--- src/rtl/shift_arbiter_pkg.sv ---
// Shared types for the shift arbiter: shift modes, arbiter FSM states, shift-amount width.
package shift_pkg;

  localparam int SHAMT_W = 5;

  typedef enum logic [2:0] {
    MODE_LSL = 3'b000,
    MODE_LSR = 3'b001,
    MODE_ASL = 3'b010,
    MODE_ASR = 3'b011,
    MODE_ROL = 3'b100,
    MODE_ROR = 3'b101
  } shift_mode_e;

  typedef enum logic [1:0] {
    IDLE  = 2'd0,
    ISSUE = 2'd1,
    WAIT  = 2'd2,
    RESP  = 2'd3
  } arb_state_e;

  // Codes 110 and 111 have no shifter operation behind them
  function automatic logic mode_illegal(input logic [2:0] mode);
    return mode[2] & mode[1];
  endfunction

endpackage

--- src/rtl/shift_arbiter_if.sv ---
// Request, response and shifter-facing signals of the shift arbiter.
// The arbiter uses the slave modport; the requester/shifter side uses master.
interface shift_arbiter_if
  import shift_pkg::*;
#(
  parameter int REG_WIDTH = 32,
  parameter int NUM_REQ   = 4
);
  localparam int IDX_W = $clog2(NUM_REQ);

  logic [NUM_REQ-1:0]           req_valid;
  logic [NUM_REQ-1:0]           req_ready;
  logic [NUM_REQ*REG_WIDTH-1:0] req_op_a;
  logic [NUM_REQ*SHAMT_W-1:0]   req_nbits;
  logic [NUM_REQ*3-1:0]         req_mode;

  logic                 resp_valid;
  logic                 resp_ready;
  logic [IDX_W-1:0]     resp_id;
  logic [REG_WIDTH-1:0] resp_result;
  logic                 resp_error;

  logic [REG_WIDTH-1:0] sh_op_a;
  logic [SHAMT_W-1:0]   sh_nbits;
  logic [2:0]           sh_mode;
  logic                 sh_start;
  logic [REG_WIDTH-1:0] sh_result;
  logic                 sh_done;

  modport slave (
    input  req_valid, req_op_a, req_nbits, req_mode, resp_ready, sh_result, sh_done,
    output req_ready, resp_valid, resp_id, resp_result, resp_error,
           sh_op_a, sh_nbits, sh_mode, sh_start
  );

  modport master (
    output req_valid, req_op_a, req_nbits, req_mode, resp_ready, sh_result, sh_done,
    input  req_ready, resp_valid, resp_id, resp_result, resp_error,
           sh_op_a, sh_nbits, sh_mode, sh_start
  );

endinterface

--- src/rtl/shift_arbiter_rr_arbiter.sv ---
// Combinational round-robin pick: first set request at or above ptr_i, wrapping at N.
module rr_arbiter #(
  parameter int N = 4
) (
  input  logic [N-1:0]         req_i,
  input  logic [$clog2(N)-1:0] ptr_i,
  output logic [N-1:0]         gnt_o,
  output logic [$clog2(N)-1:0] idx_o
);
  localparam int IDX_W = $clog2(N);

  int   cand;
  logic found;

  always_comb begin
    gnt_o = '0;
    idx_o = '0;
    found = 1'b0;
    cand  = 0;
    for (int k = 0; k < N; k++) begin
      cand = int'(ptr_i) + k;
      if (cand >= N) cand = cand - N;
      if (!found && req_i[cand]) begin
        found       = 1'b1;
        gnt_o[cand] = 1'b1;
        idx_o       = IDX_W'(cand);
      end
    end
  end

endmodule

--- src/rtl/shift_arbiter.sv ---
// Round-robin sharing of one barrel shifter among NUM_REQ requesters with timeout.
// Optional SHIFT_ARB_ZERO_BYPASS_EN: legal nbits==0 commands answer directly with op_a.
module shift_arbiter
  import shift_pkg::*;
#(
  parameter int REG_WIDTH = 32,
  parameter int NUM_REQ   = 4,
  parameter int TIMEOUT   = 16
) (
  input  logic clock,
  input  logic reset,
  shift_arbiter_if.slave bus
);
  localparam int IDX_W = $clog2(NUM_REQ);
  localparam int CNT_W = $clog2(TIMEOUT);

  arb_state_e           state_q, state_d;
  logic [IDX_W-1:0]     ptr_q, ptr_d;
  logic [IDX_W-1:0]     grant_q, grant_d;
  logic [REG_WIDTH-1:0] opA_q, opA_d;
  logic [SHAMT_W-1:0]   nbits_q, nbits_d;
  logic [2:0]           mode_q, mode_d;
  logic [REG_WIDTH-1:0] result_q, result_d;
  logic                 error_q, error_d;
  logic [CNT_W-1:0]     cnt_q, cnt_d;

  logic [NUM_REQ-1:0]   rrGnt;
  logic [IDX_W-1:0]     rrIdx;
  logic [REG_WIDTH-1:0] selOpA;
  logic [SHAMT_W-1:0]   selNbits;
  logic [2:0]           selMode;

  rr_arbiter #(.N(NUM_REQ)) u_rr (
    .req_i (bus.req_valid),
    .ptr_i (ptr_q),
    .gnt_o (rrGnt),
    .idx_o (rrIdx)
  );

  assign selOpA   = bus.req_op_a[rrIdx*REG_WIDTH +: REG_WIDTH];
  assign selNbits = bus.req_nbits[rrIdx*SHAMT_W +: SHAMT_W];
  assign selMode  = bus.req_mode[rrIdx*3 +: 3];

  always_ff @(posedge clock) begin
    if (reset) begin
      state_q  <= IDLE;
      ptr_q    <= '0;
      grant_q  <= '0;
      opA_q    <= '0;
      nbits_q  <= '0;
      mode_q   <= '0;
      result_q <= '0;
      error_q  <= 1'b0;
      cnt_q    <= '0;
    end else begin
      state_q  <= state_d;
      ptr_q    <= ptr_d;
      grant_q  <= grant_d;
      opA_q    <= opA_d;
      nbits_q  <= nbits_d;
      mode_q   <= mode_d;
      result_q <= result_d;
      error_q  <= error_d;
      cnt_q    <= cnt_d;
    end
  end

  always_comb begin
    state_d  = state_q;
    ptr_d    = ptr_q;
    grant_d  = grant_q;
    opA_d    = opA_q;
    nbits_d  = nbits_q;
    mode_d   = mode_q;
    result_d = result_q;
    error_d  = error_q;
    cnt_d    = cnt_q;
    unique case (state_q)
      IDLE: begin
        if (|bus.req_valid) begin
          grant_d = rrIdx;
          opA_d   = selOpA;
          nbits_d = selNbits;
          mode_d  = selMode;
          if (mode_illegal(selMode)) begin
            result_d = '0;
            error_d  = 1'b1;
            state_d  = RESP;
          end else begin
            state_d = ISSUE;
`ifdef SHIFT_ARB_ZERO_BYPASS_EN
            if (selNbits == '0) begin
              result_d = selOpA;
              error_d  = 1'b0;
              state_d  = RESP;
            end
`endif
          end
        end
      end
      ISSUE: begin
        cnt_d   = '0;
        state_d = WAIT;
      end
      // A done arriving on the last counted cycle still beats the timeout
      WAIT: begin
        if (bus.sh_done) begin
          result_d = bus.sh_result;
          error_d  = 1'b0;
          state_d  = RESP;
        end else if (cnt_q == CNT_W'(TIMEOUT - 1)) begin
          result_d = '0;
          error_d  = 1'b1;
          state_d  = RESP;
        end else begin
          cnt_d = cnt_q + 1'b1;
        end
      end
      RESP: begin
        if (bus.resp_ready) begin
          ptr_d   = (grant_q == IDX_W'(NUM_REQ - 1)) ? '0 : grant_q + 1'b1;
          state_d = IDLE;
        end
      end
      default: state_d = IDLE;
    endcase
  end

  // Outputs are decoded from state so everything reads zero outside its phase
  always_comb begin
    bus.req_ready   = (state_q == IDLE && !reset) ? rrGnt : '0;
    bus.resp_valid  = (state_q == RESP);
    bus.resp_id     = (state_q == RESP) ? grant_q : '0;
    bus.resp_result = (state_q == RESP) ? result_q : '0;
    bus.resp_error  = (state_q == RESP) ? error_q : 1'b0;
    bus.sh_start    = (state_q == ISSUE);
    bus.sh_op_a     = '0;
    bus.sh_nbits    = '0;
    bus.sh_mode     = '0;
    if (state_q == ISSUE || state_q == WAIT) begin
      bus.sh_op_a  = opA_q;
      bus.sh_nbits = nbits_q;
      bus.sh_mode  = mode_q;
    end
  end

endmodule

--- src/flat_wrapper.sv ---
// flat-port wrapper written by rule: the top's interface ports become plain ports
module shift_arbiter_flat import shift_pkg::*;
#(
  parameter int REG_WIDTH = 32,
  parameter int NUM_REQ   = 4,
  parameter int TIMEOUT   = 16
)
  (clock, reset, bus_req_valid, bus_req_op_a, bus_req_nbits, bus_req_mode, bus_resp_ready, bus_sh_result, bus_sh_done, bus_req_ready, bus_resp_valid, bus_resp_id, bus_resp_result, bus_resp_error, bus_sh_op_a, bus_sh_nbits, bus_sh_mode, bus_sh_start);
  shift_arbiter_if #(.REG_WIDTH(REG_WIDTH), .NUM_REQ(NUM_REQ)) bus_i ();
  input  logic clock;
  input  logic reset;
  input wire logic [$bits(bus_i.req_valid)-1:0] bus_req_valid;
  input wire logic [$bits(bus_i.req_op_a)-1:0] bus_req_op_a;
  input wire logic [$bits(bus_i.req_nbits)-1:0] bus_req_nbits;
  input wire logic [$bits(bus_i.req_mode)-1:0] bus_req_mode;
  input wire logic [$bits(bus_i.resp_ready)-1:0] bus_resp_ready;
  input wire logic [$bits(bus_i.sh_result)-1:0] bus_sh_result;
  input wire logic [$bits(bus_i.sh_done)-1:0] bus_sh_done;
  output wire logic [$bits(bus_i.req_ready)-1:0] bus_req_ready;
  output wire logic [$bits(bus_i.resp_valid)-1:0] bus_resp_valid;
  output wire logic [$bits(bus_i.resp_id)-1:0] bus_resp_id;
  output wire logic [$bits(bus_i.resp_result)-1:0] bus_resp_result;
  output wire logic [$bits(bus_i.resp_error)-1:0] bus_resp_error;
  output wire logic [$bits(bus_i.sh_op_a)-1:0] bus_sh_op_a;
  output wire logic [$bits(bus_i.sh_nbits)-1:0] bus_sh_nbits;
  output wire logic [$bits(bus_i.sh_mode)-1:0] bus_sh_mode;
  output wire logic [$bits(bus_i.sh_start)-1:0] bus_sh_start;
  assign bus_i.req_valid = bus_req_valid;
  assign bus_i.req_op_a = bus_req_op_a;
  assign bus_i.req_nbits = bus_req_nbits;
  assign bus_i.req_mode = bus_req_mode;
  assign bus_i.resp_ready = bus_resp_ready;
  assign bus_i.sh_result = bus_sh_result;
  assign bus_i.sh_done = bus_sh_done;
  assign bus_req_ready = bus_i.req_ready;
  assign bus_resp_valid = bus_i.resp_valid;
  assign bus_resp_id = bus_i.resp_id;
  assign bus_resp_result = bus_i.resp_result;
  assign bus_resp_error = bus_i.resp_error;
  assign bus_sh_op_a = bus_i.sh_op_a;
  assign bus_sh_nbits = bus_i.sh_nbits;
  assign bus_sh_mode = bus_i.sh_mode;
  assign bus_sh_start = bus_i.sh_start;
  shift_arbiter #(.REG_WIDTH(REG_WIDTH), .NUM_REQ(NUM_REQ), .TIMEOUT(TIMEOUT)) u_core (.clock(clock), .reset(reset), .bus(bus_i));
endmodule
--- config.mk ---
export PLATFORM = sky130hd
export DESIGN_NAME = shift_arbiter_flat
export DESIGN_NICKNAME = d
export VERILOG_FILES = /design/src/rtl/shift_arbiter_pkg.sv /design/src/rtl/shift_arbiter_if.sv /design/src/rtl/shift_arbiter_rr_arbiter.sv /design/src/rtl/shift_arbiter.sv /design/src/flat_wrapper.sv
export SDC_FILE = /design/constraint.sdc
export NUM_CORES = 1
export LEC_CHECK = 0
export CORE_ASPECT_RATIO = 1.5
export CORE_UTILIZATION = 46
export CTS_CLUSTER_SIZE = 12
export DETAILED_ROUTE_END_ITERATION = 16
export GPL_TIMING_DRIVEN = 0
export HOLD_SLACK_MARGIN = 0.08
export PLACE_DENSITY = 0.88
export SYNTH_ARGS = -nofsm -noshare
export SYNTH_HDL_FRONTEND = slang
export SYNTH_SLANG_ARGS = --single-unit
--- constraint.sdc ---
create_clock -name clock -period 7.6 [get_ports clock]
set_input_delay 1.14 -clock clock [delete_from_list [all_inputs] [get_ports clock]]
set_output_delay 1.14 -clock clock [all_outputs]
set_load 0.005 [all_outputs]
Yosys cells after proc, flatten, opt, wreduce, memory -nomap -nowiden:

Cells that the tools add are included.
W data, S select, Z words.

* word-level logic and storage cells: 134
* bits of input ports: 200
* flip-flop bits (word level): 83

* shifts and indexed selects: 3
* bitwise operators: 4
* reduce and logical (&&, ||, !) cells: 22
* $mul: 2
* magnitude comparators: 12
* add/sub/neg operators: 9
* muxes and demuxes: 62
* equality and inequality tests: 11

Operators by type and width (count)
* $mux W32: 10
* $ge A32 B1 Y1 const B: 4
* $lt A32 B4 Y1 const B: 4
* $shiftx A128 B8 Y32: 1
* $pmux W32 S2: 1
* $mux W4: 7
* $mux W2: 11
* $mux W1: 20
* $shiftx A20 B6 Y5: 1
* $or A4 B4 Y4: 3
* $shiftx A12 B5 Y3: 1
* $sub A3 B3 Y4 const B: 3
* $ge A3 B3 Y1 const B: 3
* $bmux W1 S2: 4
* $demux W1 S2: 4
* $logic_and A1 B1 Y1: 8
* $pmux W2 S4: 1
* $pmux W4 S2: 1
* $add A2 B2 Y3 const B: 2
* $eq A2 B2 Y1 const B: 3
* $ne A2 B2 Y1 const B: 3
* $reduce_and A3 Y1: 2
* $mul A2 B3 Y5 const B: 1
* $mux W5: 1
* 20 further kinds: 26

Logic depth before layout (Yosys ltp):

Gate-level depths: netlist of the first run.

* depth after elaboration: 21
* depth in mapped cells: 14

Modules after synthesis:

A second synthesis of the first run with hierarchy kept.

* cells, all modules: 506
* area, all modules: 4882.2 µm²

By module, submodules not included
* shift_arbiter: area each 4425.5 µm², cells an instance 457, times used 1
* rr_arbiter: area each 456.7 µm², cells an instance 49, times used 1

Worst setup path before layout of the first run:

Ideal clock, no wire load.

* kind: input-to-output
* from: in bus_req_valid[2]
* to: out bus_req_ready[0]
* path buffers: 2
* arrival: 2.731 ns
* data required time: 6.460 ns
* path slack: 3.729 ns
* stages on the path: 6
* path through: clkbuf_1 > mux4_2 > clkbuf_1 > nor4_1 > a221oi_1 > nor2_1

* longest elaborated chain between the ends: 14
* elaborated cells on any way between the ends: 29
* those cells by class: mux (20); bitwise (3); reduce/logical (6)

Ends and longest elaborated chain
* from (decl): RTL line flat_wrapper.sv:12 `input wire logic [$bits(bus_i.req_valid)-1:0] bus_req_valid;`
* $bmux W1 S2: RTL line shift_arbiter_rr_arbiter.sv:23 `if (!found && req_i[cand]) begin`
* $mux W1 (implied by the code) (2 in a row): RTL line shift_arbiter_rr_arbiter.sv:23
* $mux W1: RTL line shift_arbiter_rr_arbiter.sv:23
* $logic_not A1 Y1: RTL line shift_arbiter_rr_arbiter.sv:23
* $logic_and A1 B1 Y1: RTL line shift_arbiter_rr_arbiter.sv:23
* $mux W1: RTL line shift_arbiter_rr_arbiter.sv:23
* $logic_not A1 Y1: RTL line shift_arbiter_rr_arbiter.sv:23
* $logic_and A1 B1 Y1: RTL line shift_arbiter_rr_arbiter.sv:23
* $mux W1: RTL line shift_arbiter_rr_arbiter.sv:23
* $logic_not A1 Y1: RTL line shift_arbiter_rr_arbiter.sv:23
* $logic_and A1 B1 Y1: RTL line shift_arbiter_rr_arbiter.sv:23
* $mux W4 *: RTL line shift_arbiter_rr_arbiter.sv:23
* $mux W4 *: RTL line shift_arbiter.sv:131 `bus.req_ready = (state_q == IDLE && !reset) ? rrGnt : '0;`
* to (decl): RTL line flat_wrapper.sv:19 `output wire logic [$bits(bus_i.req_ready)-1:0] bus_req_ready;`

Mark *: on every way between the ends. The rest lies on a longest branch, timed or not. The select of a mux whose other input is x is not followed.

Final worst setup path of the first run:

* from: in bus_req_valid[2]
* to: out bus_req_ready[1]

The elaborated chain is that of the path after synthesis.

==> results by group, run 1 <==
Clocking
  • Post-CTS Repair Setup Buffers: 0
  • CTS Hold Bufs: 0
  • CTS buffer count: 9
  • Longest Clk Path Bufs: 2
  • Clk root buf: clkbuf_16
  • Quantity of gates resized following cts: 0
  • # clock sinks: 83
  • Worst-skew pair later-pin latency: about 0.35 ns
  • H-tree depth: 3
  • Clock-pin slew on the worst setup and hold paths: around 0.060 ns
  • CTS tree: yes

GRT
  • Number of global-route vias before repair: between 7k and 8k
  • First-pass GRT wire length: about 36000 µm
  • Total GRT Usage: 0.339
  • Antenna violations before repair: 0
  • Pin count of the biggest net entering global routing: 15
  • Grt ovf: 0

Pwr
  • Clk pwr share: 0.210
  • Switch share: 0.412
  • Max VDD drop: 151 µV
  • Total net switching power: 0.934 mW
  • Int Power: between 1 and 1.5 mW
  • PD cells: between 200 and 250 nW/µm²
  • Leak: about 3.4 nW
  • Gate power share: 0.525
  • Sequential Power Share: 0.265

Timing
  • Minimum clock period: between 5 and 6 ns
  • Worst-Margin Slew: between 0.8 and 0.9 ns
  • Worst clock skew: 0.00908 ns
  • Slew Limit Fails: 0
  • Final cycle utilization of the critical path: 0.685
  • Setup Viol. Count Final: 0
  • RSZ-0062 raised after global routing: no
  • Headroom to the max-slew limit: 0.402
  • Total negative slack: 0 ns
  • Final Hold Viols: 0
  • F_max: ~190 MHz
  • Setup slack after layout: around 2.4 ns

Synthesis
  • Synth area leaders: dfxtp_1 28%, nand2_1 9.9%, nor2_1 8.5%
  • FF+latch count, synth: 83
  • Sequential cell area fraction in the yosys report: 0.277
  • Post-synth top area cell: dfxtp_1
  • Post-synth top area share: 0.277
  • Synthesized instance count: approximately 860
  • Synth cell types: 50
  • Top_reg_cell synth: dfxtp_1
  • Post-Syn Area: 6000 µm²
  • Net Count, Synth: around 1.1k
  • Post-synth EDFFs: 0
  • Synth async-reset ratio: 0
  • Count leader, synth: nand2_1
  • Most frequent cells after synthesis: 158 x nand2_1, 136 x nor2_1, 83 x dfxtp_1, 74 x and2_1, 73 x nand3_1
  • Synth warn: 0
  • Average size of a mapped cell: roughly 7.0 µm²

Placed design
  • I/O Buffers: between 200 and 300
  • Routability congestion estimate: 0.905
  • HPWL after detailed placement: approximately 18000 µm
  • DP Worst Slack: ~2.4 ns

Route
  • Via/cell ratio: about 5.6
  • DR iter-0 viols: around 390
  • Vias: roughly 7.4k
  • Drt pass-1 iters: 5
  • Routed Antenna Nets: 0
  • Total wire length: between 20000 and 25000 µm
  • Drt wl/cell: approximately 17 µm
  • Drc violations: 0

Critical path
  • Crit Path Category: in -> out
  • Worst Setup End Kind: output pin
  • Crit path launch type: primary input
  • Crit path DAT: about 4 ns
  • Worst-path fanout max: 10
  • Required time of the critical path: ~6.5 ns

Die
  • Core area: 12600 µm²
  • Die Wd: between 90 and 100 µm
  • Row cnt: 50
  • Starting density of the core: 0.477
  • # IOs: around 280
  • Die height: 142 µm
  • Die area: between 10000 and 15000 µm²

Cells and area
  • # fillers: a little over 1k
  • Layout cells sized above 1: 0.0582
  • Seq. cell area: 1660 µm²
  • Fin nets: ~1.4k
  • Multi-input combinational cell area: roughly 3900 µm²
  • Layout area overhead: 55.1%
  • # diodes: 0

Outcome
  • Outcome: finished, final reports clean

Min path
  • HP Class: reg -> reg

Job
  • Max_cap viols: 0
==> per-layer routing <==
layer / global-route usage / wire, µm / up-vias
li1: - / - / 3557
met1: 0.357 / 7950 / 3321
met2: 0.621 / 11700 / 410
met3: 0.0713 / 2110 / 66
met4: 0.160 / 836 / 0
met5: 0 / 0 / -
==> power groups by stage <==
stage | clock [mW] | sequential, mW | combinational (mW)
finish | 0.475 | 0.600 | 1.19
global route | 0.492 | 0.614 | 1.30
CTS | 0.474 | 0.598 | 1.18
detailed placement | 0 | 0.608 | 1.18
global placement | 0 | 0.601 | 1.16
floorplan | 0 | 0.590 | 0.705
==> cells in the final DEF, fill, tap and decap left out, types with 5 or more instances in the layout <==
cell type          n
clkdlybuf4s50_1  279
nand2_1          158
nor2_1           136
dfxtp_1           83
and2_1            74
nand3_1           73
clkbuf_1          60
a21oi_1           49
o211ai_1          41
a22oi_1           36
o221ai_2          20
inv_1             12
o221ai_1          12
ha_1              11
buf_2              9
clkbuf_16          9
nor3_1             8
buf_6              7
nand2b_1           5
buf_1              5
mux2i_1            5
a221oi_1           5
==> sequential cells by signal (all words and copies together) (netlist names) <==
name and cells:
u_core.result_q 32, u_core.cnt_q 4, u_core.nbits_q 5, u_core.opA_q 32, u_core.ptr_q 2, u_core.error_q 1
u_core.state_q 2, u_core.grant_q 2, u_core.mode_q 3
==> metrics by stage <==
stage	utilization	std cells	power (mW)	hold slack [ns]	area (µm²)
floorplan	-	856	1.30	0.427	6000
global placement	0.714	1291	1.76	0.435	8980
detailed placement	0.714	1291	1.78	0.440	8980
CTS	0.740	1307	2.26	0.448	9300
global route	0.740	1307	2.40	0.467	9300
finish	0.740	1307	2.27	0.447	9300
==> worst max-delay path, cell delays in order <==
cell,delay [ns]
clkdlybuf4s50_1,0.44
clkbuf_1,0.24
mux4_2,0.54
clkbuf_1,0.23
nor4_1,0.64
a221oi_1,0.16
nor2_1,0.15
clkdlybuf4s50_1,0.52
==> path summary, 6_finish.rpt <==
| path | from | to | slack [ns] | cells past startpoint |
|---|---|---|---|---|
| setup / recovery | bus_req_valid[2] | bus_req_ready[1] | 2.40 | 8 |
| hold / removal | u_core.mode_q[1]$_SDFFE_PP0P_ | u_core.mode_q[1]$_SDFFE_PP0P_ | 0.45 | 2 |
| setup reg to reg | u_core.ptr_q[1]$_SDFFE_PP0P_ | u_core.opA_q[20]$_SDFFE_PP0P_ | 3.73 | 10 |
| hold reg to reg | u_core.mode_q[1]$_SDFFE_PP0P_ | u_core.mode_q[1]$_SDFFE_PP0P_ | 0.45 | 2 |
==> final cells by class <==
| cell class | instances | area share |
|---|---|---|
| buffer | 83 | 0.0412 |
| clock buffer | 9 | 0.0242 |
| clock inverter | 7 | 0.00982 |
| inverter | 12 | 0.00484 |
| multi-input combinational | 678 | 0.420 |
| sequential | 83 | 0.179 |
| tap | 156 | 0.0210 |
| timing repair buffer | 279 | 0.300 |
==> cell families (layout without fill, tap and decap cells) <==
kind of cell | after synthesis | count (layout) | share of synthesized area
buf+inv | 95 | 390 | 0.0714
flops | 83 | 83 | 0.277
mux | 9 | 9 | 0.0234
xor+xnor | 2 | 2 | 0.00292
fa+ha+maj | 11 | 11 | 0.0230
compound gates | 189 | 189 | 0.253
simple gates | 467 | 467 | 0.349
Power figures use the tool's default switching activity.
==> run 2: changes to the inputs <==
--- a/config.mk
+++ b/config.mk
@@ -6,12 +6,12 @@
 export NUM_CORES = 1
 export LEC_CHECK = 0
 export CORE_ASPECT_RATIO = 1.5
-export CORE_UTILIZATION = 46
+export CORE_UTILIZATION = 42
 export CTS_CLUSTER_SIZE = 12
 export DETAILED_ROUTE_END_ITERATION = 16
 export GPL_TIMING_DRIVEN = 0
 export HOLD_SLACK_MARGIN = 0.08
-export PLACE_DENSITY = 0.88
+export PLACE_DENSITY = 0.82
 export SYNTH_ARGS = -nofsm -noshare
 export SYNTH_HDL_FRONTEND = slang
 export SYNTH_SLANG_ARGS = --single-unit
==> constraint.sdc (replaced) <==
create_clock -name clock -period 5.3 [get_ports clock]
set_input_delay 0.795 -clock clock [delete_from_list [all_inputs] [get_ports clock]]
set_output_delay 0.795 -clock clock [all_outputs]
set_load 0.005 [all_outputs]
==> run 2 against run 1 <==
Non-clock buffer count did not move; critical endpoint unchanged; cell area rose by 0.58%; global-route usage shrank 3.2 points; critical path type is now reg -> out.
==> results by group, run 2 (same netlist as run 1, synthesis figures left out) <==
Outcome
  • Outcome: finished, final reports clean

Pwr
  • Int Power: between 1.5 and 2 mW
  • Leak: 3.36 nW
  • Gate power share: 0.522
  • Total net switching power: roughly 1.3 mW
  • Clk pwr share: 0.214
  • PD cells: between 300 and 400 nW/µm²
  • Switch share: 0.411
  • Sequential Power Share: 0.265
  • Max VDD drop: 211 µV

Timing
  • Headroom to the max-slew limit: 0.406
  • Hold_ws: ~0.45 ns
  • Worst clock skew: 0.00776 ns
  • Worst-Margin Slew: ~0.9 ns
  • Slew Limit Fails: 0
  • F_max: ~210 MHz
  • Setup Viol. Count Final: 0
  • Final cycle utilization of the critical path: 0.888
  • Total negative slack: 0 ns
  • Minimum clock period: approximately 4.7 ns
  • RSZ-0062 raised after global routing: no
  • Final Hold Viols: 0

Clocking
  • Post-CTS Repair Setup Buffers: 0
  • CTS Hold Bufs: 0
  • Clk root buf: clkbuf_16
  • CTS buffer count: 9
  • Quantity of gates resized following cts: 0
  • Clock-pin slew on the worst setup and hold paths: about 0.060 ns
  • # clock sinks: 83
  • Worst-skew pair later-pin latency: between 0.3 and 0.4 ns
  • CTS tree: yes
  • H-tree depth: 3
  • Longest Clk Path Bufs: 2

Placed design
  • Placed cell count: 1327
  • Routability congestion estimate: around 0.93
  • HPWL after detailed placement: 18100 µm
  • I/O Buffers: about 280
  • DP Area: around 9000 µm²

Die
  • Row cnt: 53
  • Starting density of the core: 0.429
  • Die height: 148 µm
  • # IOs: 281
  • Die area: 14800 µm²
  • Die Wd: roughly 100 µm
  • Core area: 14000 µm²

Critical path
  • Crit path max-delay cell type: nor4_1
  • Worst-path fanout max: 10
  • Crit path top cell by count: inv_1
  • Crit path DAT: 3.91 ns
  • CP cell instances: clkbuf_1 > inv_1 > ha_1 > buf_1 > mux2i_1 > o21ai_0 > inv_1 > nor4_1 > a221oi_1 > nor2_1 > clkdlybuf4s50_1
  • Required time of the critical path: approximately 4.5 ns
  • Crit path launch type: flop
  • Worst Setup End Kind: output pin
  • Max incr delay on CP: roughly 0.65 ns
  • Crit Path Category: reg -> out

GRT
  • Total GRT Usage: 0.306
  • Number of global-route vias before repair: slightly above 7k
  • First-pass GRT wire length: around 36000 µm
  • Pin count of the biggest net entering global routing: 16
  • Antenna violations before repair: 0
  • Grt ovf: 0

Cells and area
  • Final Cell Area: around 9400 µm²
  • Top flop regs: u_core.opA_q: 32 flops, u_core.result_q: 32 flops, u_core.nbits_q: 5 flops
  • Layout area overhead: 56.0%
  • Commonest non-fill, non-tap cells in the layout: 279 x clkdlybuf4s50_1, 158 x nand2_1, 136 x nor2_1, 83 x dfxtp_1, 74 x and2_1
  • Fin nets: between 1k and 1.5k
  • Non-filler cells, final: between 1k and 1.5k
  • Fin util: 0.669
  • Commonest non-fill, non-tap cell in the layout: clkdlybuf4s50_1
  • Layout cells sized above 1: 0.0582
  • # diodes: 0

Job
  • Max_cap viols: 0

Min path
  • HP Class: reg -> reg

Route
  • Via/cell ratio: about 5.4
  • Total wire length: ~23000 µm
  • Vias: roughly 7.2k
  • DR iter-0 viols: about 300
  • Drt wl/cell: ~17 µm
  • Routed Antenna Nets: 0
  • Drc violations: 0
  • Drt pass-1 iters: 7
run 2: changes by cell type in the layout (fill, tap and decap cells not counted), sizes merged:
| cell | before | now |
|---|---|---|
| clkinv | 3 | 1 |
| clkinvlp | 1 | 3 |
run 2: final cells by class:
class	count	area, µm²
fillers	1197	4640
multi-input cells	678	3910
repair buffers	279	2790
flip-flops and latches	83	1660
plain buffers	83	383
well taps	192	240
clock buffers	9	225
clock inverters	7	100
inverters	12	45.0
run 2: power by group through the flow:
| stage | sequential [mW] | clock [mW] | combinational [mW] |
|---|---|---|---|
| CTS | 0.858 | 0.698 | 1.69 |
| floorplan | 0.846 | 0 | 1.01 |
| global route | 0.881 | 0.731 | 1.87 |
| finish | 0.860 | 0.694 | 1.69 |
| global placement | 0.864 | 0 | 1.66 |
| detailed placement | 0.871 | 0 | 1.68 |
run 2: per-layer routing:
metal  vias up  wire, µm  GRT usage
li1       3549         -          -
met5         -         0          0
met1      3281      8000      0.323
met3        61      1970     0.0681
met4         0      1060      0.159
met2       350     11600      0.562
run 2: critical path, delay by kind of cell (launching register included):
family | cells | cell delay (ns)
adder cells (fa/ha/maj) | 1 | 0.39
flip-flops | 1 | 0.38
AND/OR/NAND/NOR | 2 | 0.82
buffers and inverters | 5 | 1.46
AO/OA/AOI/OAI | 2 | 0.36
multiplexers | 1 | 0.16
run 2: path summary, 6_finish.rpt:
path	start	endpoint	slack, ns	cells past startpoint
worst max-delay path	u_core.ptr_q[1]$_SDFFE_PP0P_	bus_req_ready[1]	0.59	11
worst min-delay path	u_core.mode_q[1]$_SDFFE_PP0P_	u_core.mode_q[1]$_SDFFE_PP0P_	0.45	2
worst max register to register	u_core.ptr_q[1]$_SDFFE_PP0P_	u_core.result_q[10]$_SDFFE_PP0P_	1.40	12
worst min register to register	u_core.mode_q[1]$_SDFFE_PP0P_	u_core.mode_q[1]$_SDFFE_PP0P_	0.45	2
run 2: metrics by stage:
stage                     total power [mW]  worst slack [ns]
final                                 3.25             0.593
after global routing                  3.48             0.341
after CTS                             3.25             0.730
after detailed placement              2.55             0.760
after global placement                2.53             0.783
after floorplan                       1.86              2.10
